<file path="src/rtl/utmi_pkg.sv">
// rtl/utmi_pkg.sv - line symbols, SYNC sequence, receiver states and defaults
package utmi_pkg;

  // Line symbols as {dp,dm}
  typedef enum logic [1:0] {
    SYM_SE0 = 2'b00,
    SYM_K   = 2'b01,
    SYM_J   = 2'b10,
    SYM_SE1 = 2'b11
  } sym_t;

  typedef enum logic [1:0] {
    ST_IDLE,
    ST_SYNC,
    ST_DATA,
    ST_EOP
  } state_t;

  // SYNC as symbols 0..7, most significant pair first: K J K J K J K K
  localparam logic [15:0] SYNC_SEQ = {SYM_K, SYM_J, SYM_K, SYM_J,
                                      SYM_K, SYM_J, SYM_K, SYM_K};

  localparam int DEF_STUFF_LIMIT = 7;
  localparam int DEF_EOP_SE0_MIN = 2;

  // Classify one synchronized line sample
  function automatic sym_t classify(input logic dp, input logic dm);
    return sym_t'({dp, dm});
  endfunction

  // Expected SYNC symbol at position idx (0 is the opening K)
  function automatic sym_t sync_sym(input logic [2:0] idx);
    return sym_t'(SYNC_SEQ[{3'd7 - idx, 1'b0} +: 2]);
  endfunction

endpackage

</file>
<file path="src/rtl/nrzi_rx_if.sv">
// rtl/nrzi_rx_if.sv - line inputs and decoded-bit outputs of the receiver
interface nrzi_rx_if;
  logic dp;
  logic dm;
  logic dataOut;
  logic bit_valid;
  logic rx_active;
  logic sop;
  logic eop;
  logic rx_error;

  // Line side drives dp/dm and observes the decoded stream
  modport master (
    output dp, dm,
    input  dataOut, bit_valid, rx_active, sop, eop, rx_error
  );

  // Receiver side samples dp/dm and produces the decoded stream
  modport slave (
    input  dp, dm,
    output dataOut, bit_valid, rx_active, sop, eop, rx_error
  );
endinterface

</file>
<file path="src/rtl/nrzi_rx.sv">
// rtl/nrzi_rx.sv - SYNC hunt, NRZI decode, stuffing check and EOP detection
import utmi_pkg::*;

module nrzi_rx #(
  parameter int STUFF_LIMIT = DEF_STUFF_LIMIT,
  parameter int EOP_SE0_MIN = DEF_EOP_SE0_MIN
) (
  input  logic   clk,
  input  logic   rst_n,
  nrzi_rx_if.slave bus
);

  localparam logic [3:0] ONES_LIM = 4'(STUFF_LIMIT);
  localparam logic [3:0] SE0_MIN  = 4'(EOP_SE0_MIN);

  state_t     state;
  sym_t       prev;
  sym_t       sym;
  logic [2:0] idx;
  logic [3:0] ones_cnt;
  logic [3:0] ones_inc;
  logic [3:0] se0_cnt;
  logic       data_r;
  logic       valid_r;
  logic       active_r;
  logic       sop_r;
  logic       eop_r;
  logic       err_r;

  assign sym      = classify(bus.dp, bus.dm);
  assign ones_inc = ones_cnt + 4'd1;

  assign bus.dataOut   = data_r;
  assign bus.bit_valid = valid_r;
  assign bus.rx_active = active_r;
  assign bus.sop       = sop_r;
  assign bus.eop       = eop_r;
  assign bus.rx_error  = err_r;

  // Receiver FSM: every output is registered from the current line sample
  always_ff @(posedge clk) begin
    if (!rst_n) begin
      state    <= ST_IDLE;
      prev     <= SYM_J;
      idx      <= 3'd0;
      ones_cnt <= 4'd0;
      se0_cnt  <= 4'd0;
      data_r   <= 1'b0;
      valid_r  <= 1'b0;
      active_r <= 1'b0;
      sop_r    <= 1'b0;
      eop_r    <= 1'b0;
      err_r    <= 1'b0;
    end else begin
      sop_r   <= 1'b0;
      eop_r   <= 1'b0;
      err_r   <= 1'b0;
      valid_r <= 1'b0;

      // prev follows every J/K on the line; a valid EOP ends on J anyway
      if (sym == SYM_J || sym == SYM_K) prev <= sym;

      case (state)
        ST_IDLE: begin
          active_r <= 1'b0;
          idx      <= 3'd0;
          ones_cnt <= 4'd0;
          se0_cnt  <= 4'd0;
          if (sym == SYM_K && prev == SYM_J) begin
            state <= ST_SYNC;
            idx   <= 3'd1;
          end
        end

        ST_SYNC: begin
          if (sym == sync_sym(idx)) begin
            if (idx == 3'd7) begin
              state    <= ST_DATA;
              sop_r    <= 1'b1;
              active_r <= 1'b1;
              idx      <= 3'd0;
            end else begin
              idx <= idx + 3'd1;
            end
          end else begin
            // A broken SYNC is just line noise, not a packet error
            state <= ST_IDLE;
            idx   <= 3'd0;
          end
        end

        ST_DATA: begin
          case (sym)
            SYM_J, SYM_K: begin
              valid_r <= 1'b1;
              data_r  <= (sym == prev);
              if (sym == prev) begin
                if (ones_inc == ONES_LIM) begin
                  err_r    <= 1'b1;
                  state    <= ST_IDLE;
                  ones_cnt <= 4'd0;
                end else begin
                  ones_cnt <= ones_inc;
                end
              end else begin
                ones_cnt <= 4'd0;
              end
            end
            SYM_SE0: begin
              state   <= ST_EOP;
              se0_cnt <= 4'd1;
            end
            default: begin
              err_r    <= 1'b1;
              state    <= ST_IDLE;
              ones_cnt <= 4'd0;
            end
          endcase
        end

        ST_EOP: begin
          case (sym)
            SYM_SE0: begin
              if (se0_cnt != 4'hF) se0_cnt <= se0_cnt + 4'd1;
            end
            SYM_J: begin
              if (se0_cnt >= SE0_MIN) eop_r <= 1'b1;
              else                    err_r <= 1'b1;
              state    <= ST_IDLE;
              se0_cnt  <= 4'd0;
              ones_cnt <= 4'd0;
            end
            default: begin
              err_r    <= 1'b1;
              state    <= ST_IDLE;
              se0_cnt  <= 4'd0;
              ones_cnt <= 4'd0;
            end
          endcase
        end

        default: state <= ST_IDLE;
      endcase
    end
  end

endmodule

</file>
<file path="src/flat_wrapper.sv">
// flat-port wrapper written by rule: the top's interface ports become plain ports
module nrzi_rx_flat 
#(
  parameter int STUFF_LIMIT = DEF_STUFF_LIMIT,
  parameter int EOP_SE0_MIN = DEF_EOP_SE0_MIN
)
  (clk, rst_n, bus_dp, bus_dm, bus_dataOut, bus_bit_valid, bus_rx_active, bus_sop, bus_eop, bus_rx_error);
  nrzi_rx_if bus_i ();
  input  logic clk;
  input  logic rst_n;
  input wire logic [$bits(bus_i.dp)-1:0] bus_dp;
  input wire logic [$bits(bus_i.dm)-1:0] bus_dm;
  output wire logic [$bits(bus_i.dataOut)-1:0] bus_dataOut;
  output wire logic [$bits(bus_i.bit_valid)-1:0] bus_bit_valid;
  output wire logic [$bits(bus_i.rx_active)-1:0] bus_rx_active;
  output wire logic [$bits(bus_i.sop)-1:0] bus_sop;
  output wire logic [$bits(bus_i.eop)-1:0] bus_eop;
  output wire logic [$bits(bus_i.rx_error)-1:0] bus_rx_error;
  assign bus_i.dp = bus_dp;
  assign bus_i.dm = bus_dm;
  assign bus_dataOut = bus_i.dataOut;
  assign bus_bit_valid = bus_i.bit_valid;
  assign bus_rx_active = bus_i.rx_active;
  assign bus_sop = bus_i.sop;
  assign bus_eop = bus_i.eop;
  assign bus_rx_error = bus_i.rx_error;
  nrzi_rx #(.STUFF_LIMIT(STUFF_LIMIT), .EOP_SE0_MIN(EOP_SE0_MIN)) u_core (.clk(clk), .rst_n(rst_n), .bus(bus_i));
endmodule
</file>
<file path="config.mk">
export PLATFORM = sky130hd
export DESIGN_NAME = nrzi_rx_flat
export DESIGN_NICKNAME = d
export VERILOG_FILES = /design/src/rtl/utmi_pkg.sv /design/src/rtl/nrzi_rx_if.sv /design/src/rtl/nrzi_rx.sv /design/src/flat_wrapper.sv
export SDC_FILE = /design/constraint.sdc
export NUM_CORES = 1
export LEC_CHECK = 0
export ABC_AREA = 0
export CAP_MARGIN = 40
export CORE_MARGIN = 3
export CORE_UTILIZATION = 32
export CTS_BUF_LIST = sky130_fd_sc_hd__clkbuf_4
export CTS_CLUSTER_DIAMETER = 100
export DETAILED_ROUTE_END_ITERATION = 7
export PLACE_DENSITY = 0.49
export SLEW_MARGIN = 20
export SYNTH_ARGS = -nofsm -noshare
export SYNTH_HDL_FRONTEND = slang
export SYNTH_SLANG_ARGS = --single-unit
</file>
<file path="constraint.sdc">
create_clock -name clk -period 3.6 [get_ports clk]
set_input_delay 0.72 -clock clk [delete_from_list [all_inputs] [get_ports clk]]
set_output_delay 0.72 -clock clk [all_outputs]
set_load 0.05 [all_outputs]
</file>
# Word-level counts from Yosys, hierarchy flattened
# Index checks and enable logic that the tools add are counted.
dict set report classes {
  order_cmp 1
  shift 1
  n_mul 0
  n_eq_ne 21
  n_div 0
  mux 33
  add_sub_neg 4
  reduce_logical 15
  n_bitwise 0
}
# operator count
set op_table {}
lappend op_table {{$mux W4} 6}
lappend op_table {{$pmux W4 S3} 2}
lappend op_table {{$shiftx A16 B5 Y2 const A} 1}
lappend op_table {{$reduce_and A3 Y1} 5}
lappend op_table {{$mux W2} 6}
lappend op_table {{$mux W1} 9}
lappend op_table {{$ne A3 B2 Y1 const B} 3}
lappend op_table {{$add A4 B1 Y4 const B} 2}
lappend op_table {{$eq A2 B2 Y1 const B} 4}
lappend op_table {{$ne A2 B1 Y1 const B} 4}
lappend op_table {{$pmux W1 S2} 4}
lappend op_table {{$pmux W2 S4} 1}
lappend op_table {{$pmux W4 S2} 1}
lappend op_table {{$mux W3} 2}
lappend op_table {{$pmux W3 S2} 1}
lappend op_table {{$reduce_and A5 Y1} 1}
lappend op_table {{$eq A2 B1 Y1 const B} 2}
lappend op_table {{$eq A2 B2 Y1} 2}
lappend op_table {{$eq A4 B3 Y1 const B} 1}
lappend op_table {{$ge A4 B2 Y1 const B} 1}
lappend op_table {{$logic_not A2 Y1} 2}
lappend op_table {{$ne A2 B2 Y1 const B} 2}
lappend op_table {{$ne A4 B4 Y1 const B} 1}
lappend op_table {{$pmux W2 S2} 1}
lappend op_table {{10 further kinds} 11}
dict set report word_totals {
  out_inout_bits 6
  input_bits 4
  mem_bits_ro 0
  latchBits 0
  ramBits 0
  register_bits 21
  mem_count 0
  elab_cells 86
}

# Logic depth before layout (Yosys ltp)
dict set report logic_depth {
  word_depth 6
  mapped_depth 6
  ltp_nobuf 6
}

# Worst setup path after synthesis
# OpenSTA, ideal clock, no wires.
dict set report synth_timing {
  kind {input to register}
  startpoint {input bus_dm}
  endpoint {register u_core.ones_cnt[0]}
  n_path_buf 0
  cell_stages 5
  t_arrival_ns 1.938
  slack_ns 1.589
  t_required_ns 3.527
  setup_time_ns 0.073
  path_cell_list {inv_1 ha_1 mux2_2 or4_1 a21oi_1}
}
dict set report synth_via {
  elab_chain_len 4
  word_cells_on_any_way 11
  cone_classes {5 x eq/ne; 3 x mux; 3 x reduce/logical}
}
# item line
set synth_rtl {}
lappend synth_rtl {{from (decl)} flat_wrapper.sv:12} ;# input wire logic [$bits(bus_i.dm)-1:0] bus_dm;
lappend synth_rtl {{$eq A2 B2 Y1, or another cell as far along} nrzi_rx.sv:97} ;# if (sym == prev) begin
lappend synth_rtl {{$mux W4 / $reduce_or A2 Y1 (equally long branches)} {nrzi_rx.sv:97, nrzi_rx.sv:93}}
lappend synth_rtl {{$pmux W4 S2} nrzi_rx.sv:93} ;# case (sym)
lappend synth_rtl {{$pmux W4 S3} nrzi_rx.sv:63} ;# case (state)
lappend synth_rtl {{to (signal assigned)} nrzi_rx.sv:103} ;# ones_cnt <= ones_inc;
lappend synth_rtl {{to (decl)} nrzi_rx.sv:20} ;# logic [3:0] ones_cnt;
# Parallel ways exist; a longest one is shown, timed or not.
# A chain may end at the register's enable or synchronous reset.

# Worst setup path in the final report
# Ends and elaborated chain as after synthesis.

==> results.md <==
- During synthesis, Yosys emitted a total of 0 warnings.
- The worst setup timing slack at the placement stage is 0.756 ns.
- The routability congestion estimate from global placement is 0.735.
- The clock arrives with 0.00447 ns of skew.
- After synthesis, the mean cell area works out to 9.00 um2.
- The required time at the worst-slack endpoint is 3.84 ns.
- The global-route congestion overflow total is 0.
- Setup repair after global routing left no endpoint under its margin.
- Using the TritonRoute via totals, the vias-per-cell ratio works out to 5.27.
- The cell count of the worst reg-to-reg path is 6.
- The worst-margin pin slew is 0.614 ns.
- Across the VDD grid, the largest voltage drop is 195 uV.
- Wires add up to 2560 um.
- From synthesis to final layout, the design area changed by 14.0%.
- The overall die height is 68.5 um.
- In the synthesized netlist the dominant register cell turns out to be sky130_fd_sc_hd__dfxtp_1.
- The post-cts hold buffer count is 0.
- The number of antenna violations at the first check in global routing came to 0.
- For this configuration, the core starts out at a cell density of 33.7%.
- The max-slew violation count came to 0.
- Setup total negative slack on the finished layout was measured at 0 ns.
- The number of storage elements in the synthesis netlist is 21.
- The maximum fanout encountered on the critical timing path is 7.
- The first global-routing pass estimated 4350 um of wire.
- The floorplan die area is 0.00470 mm2.
- In the final routed layout, each cell accounts on average for 12.9 um.
- The data arrival time at the worst-slack endpoint is 2.76 ns.
- Buffers placed on the I/O ports in this run total 9.
- The horizontal extent of the die is 68.5 um.
- Entering global routing, the biggest net connects 16 pins.
- The worst register-to-register path begins at u_core.idx[0].
- Once the clock tree was built, the resizer swapped 0 gates to a different size.
- Setup violations remaining at the end of the flow were counted as 0.
- The number of violations of the max-capacitance limit is 0.
- The leakage power figure is 0.508 nW.
- In this run the register-to-register setup slack is 1.67 ns.
- In the synthesized netlist the async set-or-reset flop fraction comes to 0%.
- The post-synthesis net count is 155.
- The number of enable-type register cells in the synthesized netlist is 0.
- The sink count of the clock tree is 21.
- The final number of hold-violating endpoints is 0.
- In this run, the number of DRC markers left after iteration 0 of detailed routing was 33.
- The worst setup path is of the input pin to register kind.
- After synthesis, the cell types taking the most area are sky130_fd_sc_hd__dfxtp_1, sky130_fd_sc_hd__ha_1, sky130_fd_sc_hd__a21oi_1.
- STA classifies the critical path endpoint as a register.
- The pre-antenna-repair detailed-routing pass consisted of 4 iterations.
- The count of pins on the block boundary is 10.
- In this run the remaining antenna-violating nets after routing total 0.
- 0 antenna diodes ended up in the layout.
- The CTS buffer count is 3.
- In the synthesized netlist, the cells that appear most often are sky130_fd_sc_hd__dfxtp_1, sky130_fd_sc_hd__ha_1, sky130_fd_sc_hd__a21oi_1, sky130_fd_sc_hd__inv_1, sky130_fd_sc_hd__nand2_1.
- The combined global-route utilization of all metal layers is 12.2%.
- The area of the core is 0.00372 mm2.
- The top cell type by total area after synthesis is sky130_fd_sc_hd__dfxtp_1.
- The number of placement rows is 22.
- The total power per unit cell area is 290 mW/mm2.
- Along the worst hold path, the cell count comes to 2.
- The cell at the root of the clock tree is sky130_fd_sc_hd__clkbuf_4.
- Of the post-synthesis cell area, the dominant cell type holds 33.6%.
- The flow ran to the end, and the final reports show no timing, DRC or antenna violations.
- The DRC violations left is 0.
- The fraction of layout instances using a drive strength above 1 is 10.0%.
- The clock passes through at most 2 buffers.
- The TritonCTS clock tree is built.
- The number of buffers added for setup after CTS is 0.
- Setup slack closes at 1.08 ns.
- Sequential cells were found to cover 33.6% of the synthesized design area.
- Static timing analysis puts the maximum clock frequency at 0.396 GHz.
- The final period utilization is 70.1%.
- Once detailed placement completed, the half-perimeter wirelength came to 1890 um.
- In this run the critical register-to-register path is captured at u_core.state[0].
- The number of cells produced by synthesis is 139.
- The H-tree depth is 1.
- The via count of the first global-routing pass is 984.
- The min-delay analysis places its worst path in the category register to register.
- The number of different library cells used by synthesis comes to 44.
- The register clock-pin slew on the reported worst setup and hold paths is 0.12 ns.
- The nature of the critical path startpoint is an input pin.
- The path with the worst hold slack has its endpoint at u_core.bus.dataOut.
- At the later pin of the worst-skew pair, clock insertion delay measures 0.30 ns.
- The worst hold path begins at u_core.bus.dataOut.
- Yosys instantiated no cell more often than sky130_fd_sc_hd__dfxtp_1.
- The headroom to the max-slew limit is 58.7%.
- The worst path needs 2.52 ns of the cycle, external delays included.
- The layout net count is 167.
- The detailed router placed 1,044 vias in this run.
- The post-synthesis cell area is 0.00125 mm2.
- The total power of the final layout is 413 uW.
cells in the final DEF (no fill, tap or decap), types with 4 or more instances in the layout:
cell type,n
sky130_fd_sc_hd__nand4_1,5
sky130_fd_sc_hd__o31ai_1,4
sky130_fd_sc_hd__nor2_1,7
sky130_fd_sc_hd__clkdlybuf4s50_1,9
sky130_fd_sc_hd__ha_1,12
sky130_fd_sc_hd__a21oi_1,10
sky130_fd_sc_hd__clkbuf_4,4
sky130_fd_sc_hd__inv_1,10
sky130_fd_sc_hd__nand3_1,4
sky130_fd_sc_hd__or4_1,4
sky130_fd_sc_hd__dfxtp_1,21
sky130_fd_sc_hd__nand2_1,9
sky130_fd_sc_hd__o21ai_0,5
registers in the layout, summed over array words and instances (netlist names):
register,count
u_core.prev,2
u_core.bus.rx_error,1
u_core.idx,3
u_core.bus.bit_valid,1
u_core.bus.dataOut,1
u_core.bus.rx_active,1
u_core.state,2
u_core.se0_cnt,4
u_core.ones_cnt,4
u_core.bus.eop,1
u_core.bus.sop,1
metal layers:
metal / vias up / track usage [%] / routed length [um]
met5: - / 0 / 0
met4: 0 / 2.23 / 11
met3: 2 / 3.89 / 104
met2: 21 / 19.0 / 1110
met1: 481 / 16.7 / 1330
li1: 540 / - / -
final cells by class:
type,count,area [um2]
Fill cell,384,2290
Multi-Input combinational cell,104,777
Sequential cell,21,420
Timing Repair Buffer,10,97.6
Tap cell,48,60.1
Inverter,11,41.3
Clock buffer,4,30.0
where the power goes:
| group | internal [mW] | switching (mW) | leakage, nW |
|---|---|---|---|
| clock network | 0.0507 | 0.0717 | 0.0184 |
| registers | 0.236 | 0.00626 | 0.170 |
| logic | 0.0201 | 0.0290 | 0.319 |
metrics by stage:
stage	hold slack, ns	std cells	util (%)	area (um2)
floorplan	0.465	139	-	1250
global placement	0.485	194	37.6	1400
detailed placement	0.476	194	37.6	1400
CTS	0.493	198	38.4	1430
global route	0.508	198	38.4	1430
finish	0.495	198	38.4	1430
worst max-delay path, stage by stage:
cell,delay (ns)
sky130_fd_sc_hd__clkdlybuf4s50_1,0.62
sky130_fd_sc_hd__inv_1,0.10
sky130_fd_sc_hd__ha_1,0.38
sky130_fd_sc_hd__and3b_1,0.22
sky130_fd_sc_hd__nand3_1,0.14
sky130_fd_sc_hd__or4_1,0.43
sky130_fd_sc_hd__a21oi_1,0.15
cell families after synthesis:
family / share of synthesized area (%)
mux: 4.20
flops: 33.6
buf+inv: 4.30
xor+xnor: 1.40
fa+ha+maj: 12.0
simple gates: 23.1
compound gates: 21.4
worst max path at each step:
stage            from                  to  slack (ns)  depth (start not counted)
2_1_floorplan  bus_dm  u_core.ones_cnt[0]        1.59                          5
3_3_place_gp   bus_dm  u_core.ones_cnt[0]        0.83                          7
3_5_place_dp   bus_dm  u_core.ones_cnt[1]        0.76                          7
4_1_cts        bus_dm  u_core.ones_cnt[0]        1.09                          6
5_1_grt        bus_dm  u_core.ones_cnt[1]        0.94                          7
6_report       bus_dm  u_core.ones_cnt[0]        1.08                          7
(Power assumes the default switching activity.)
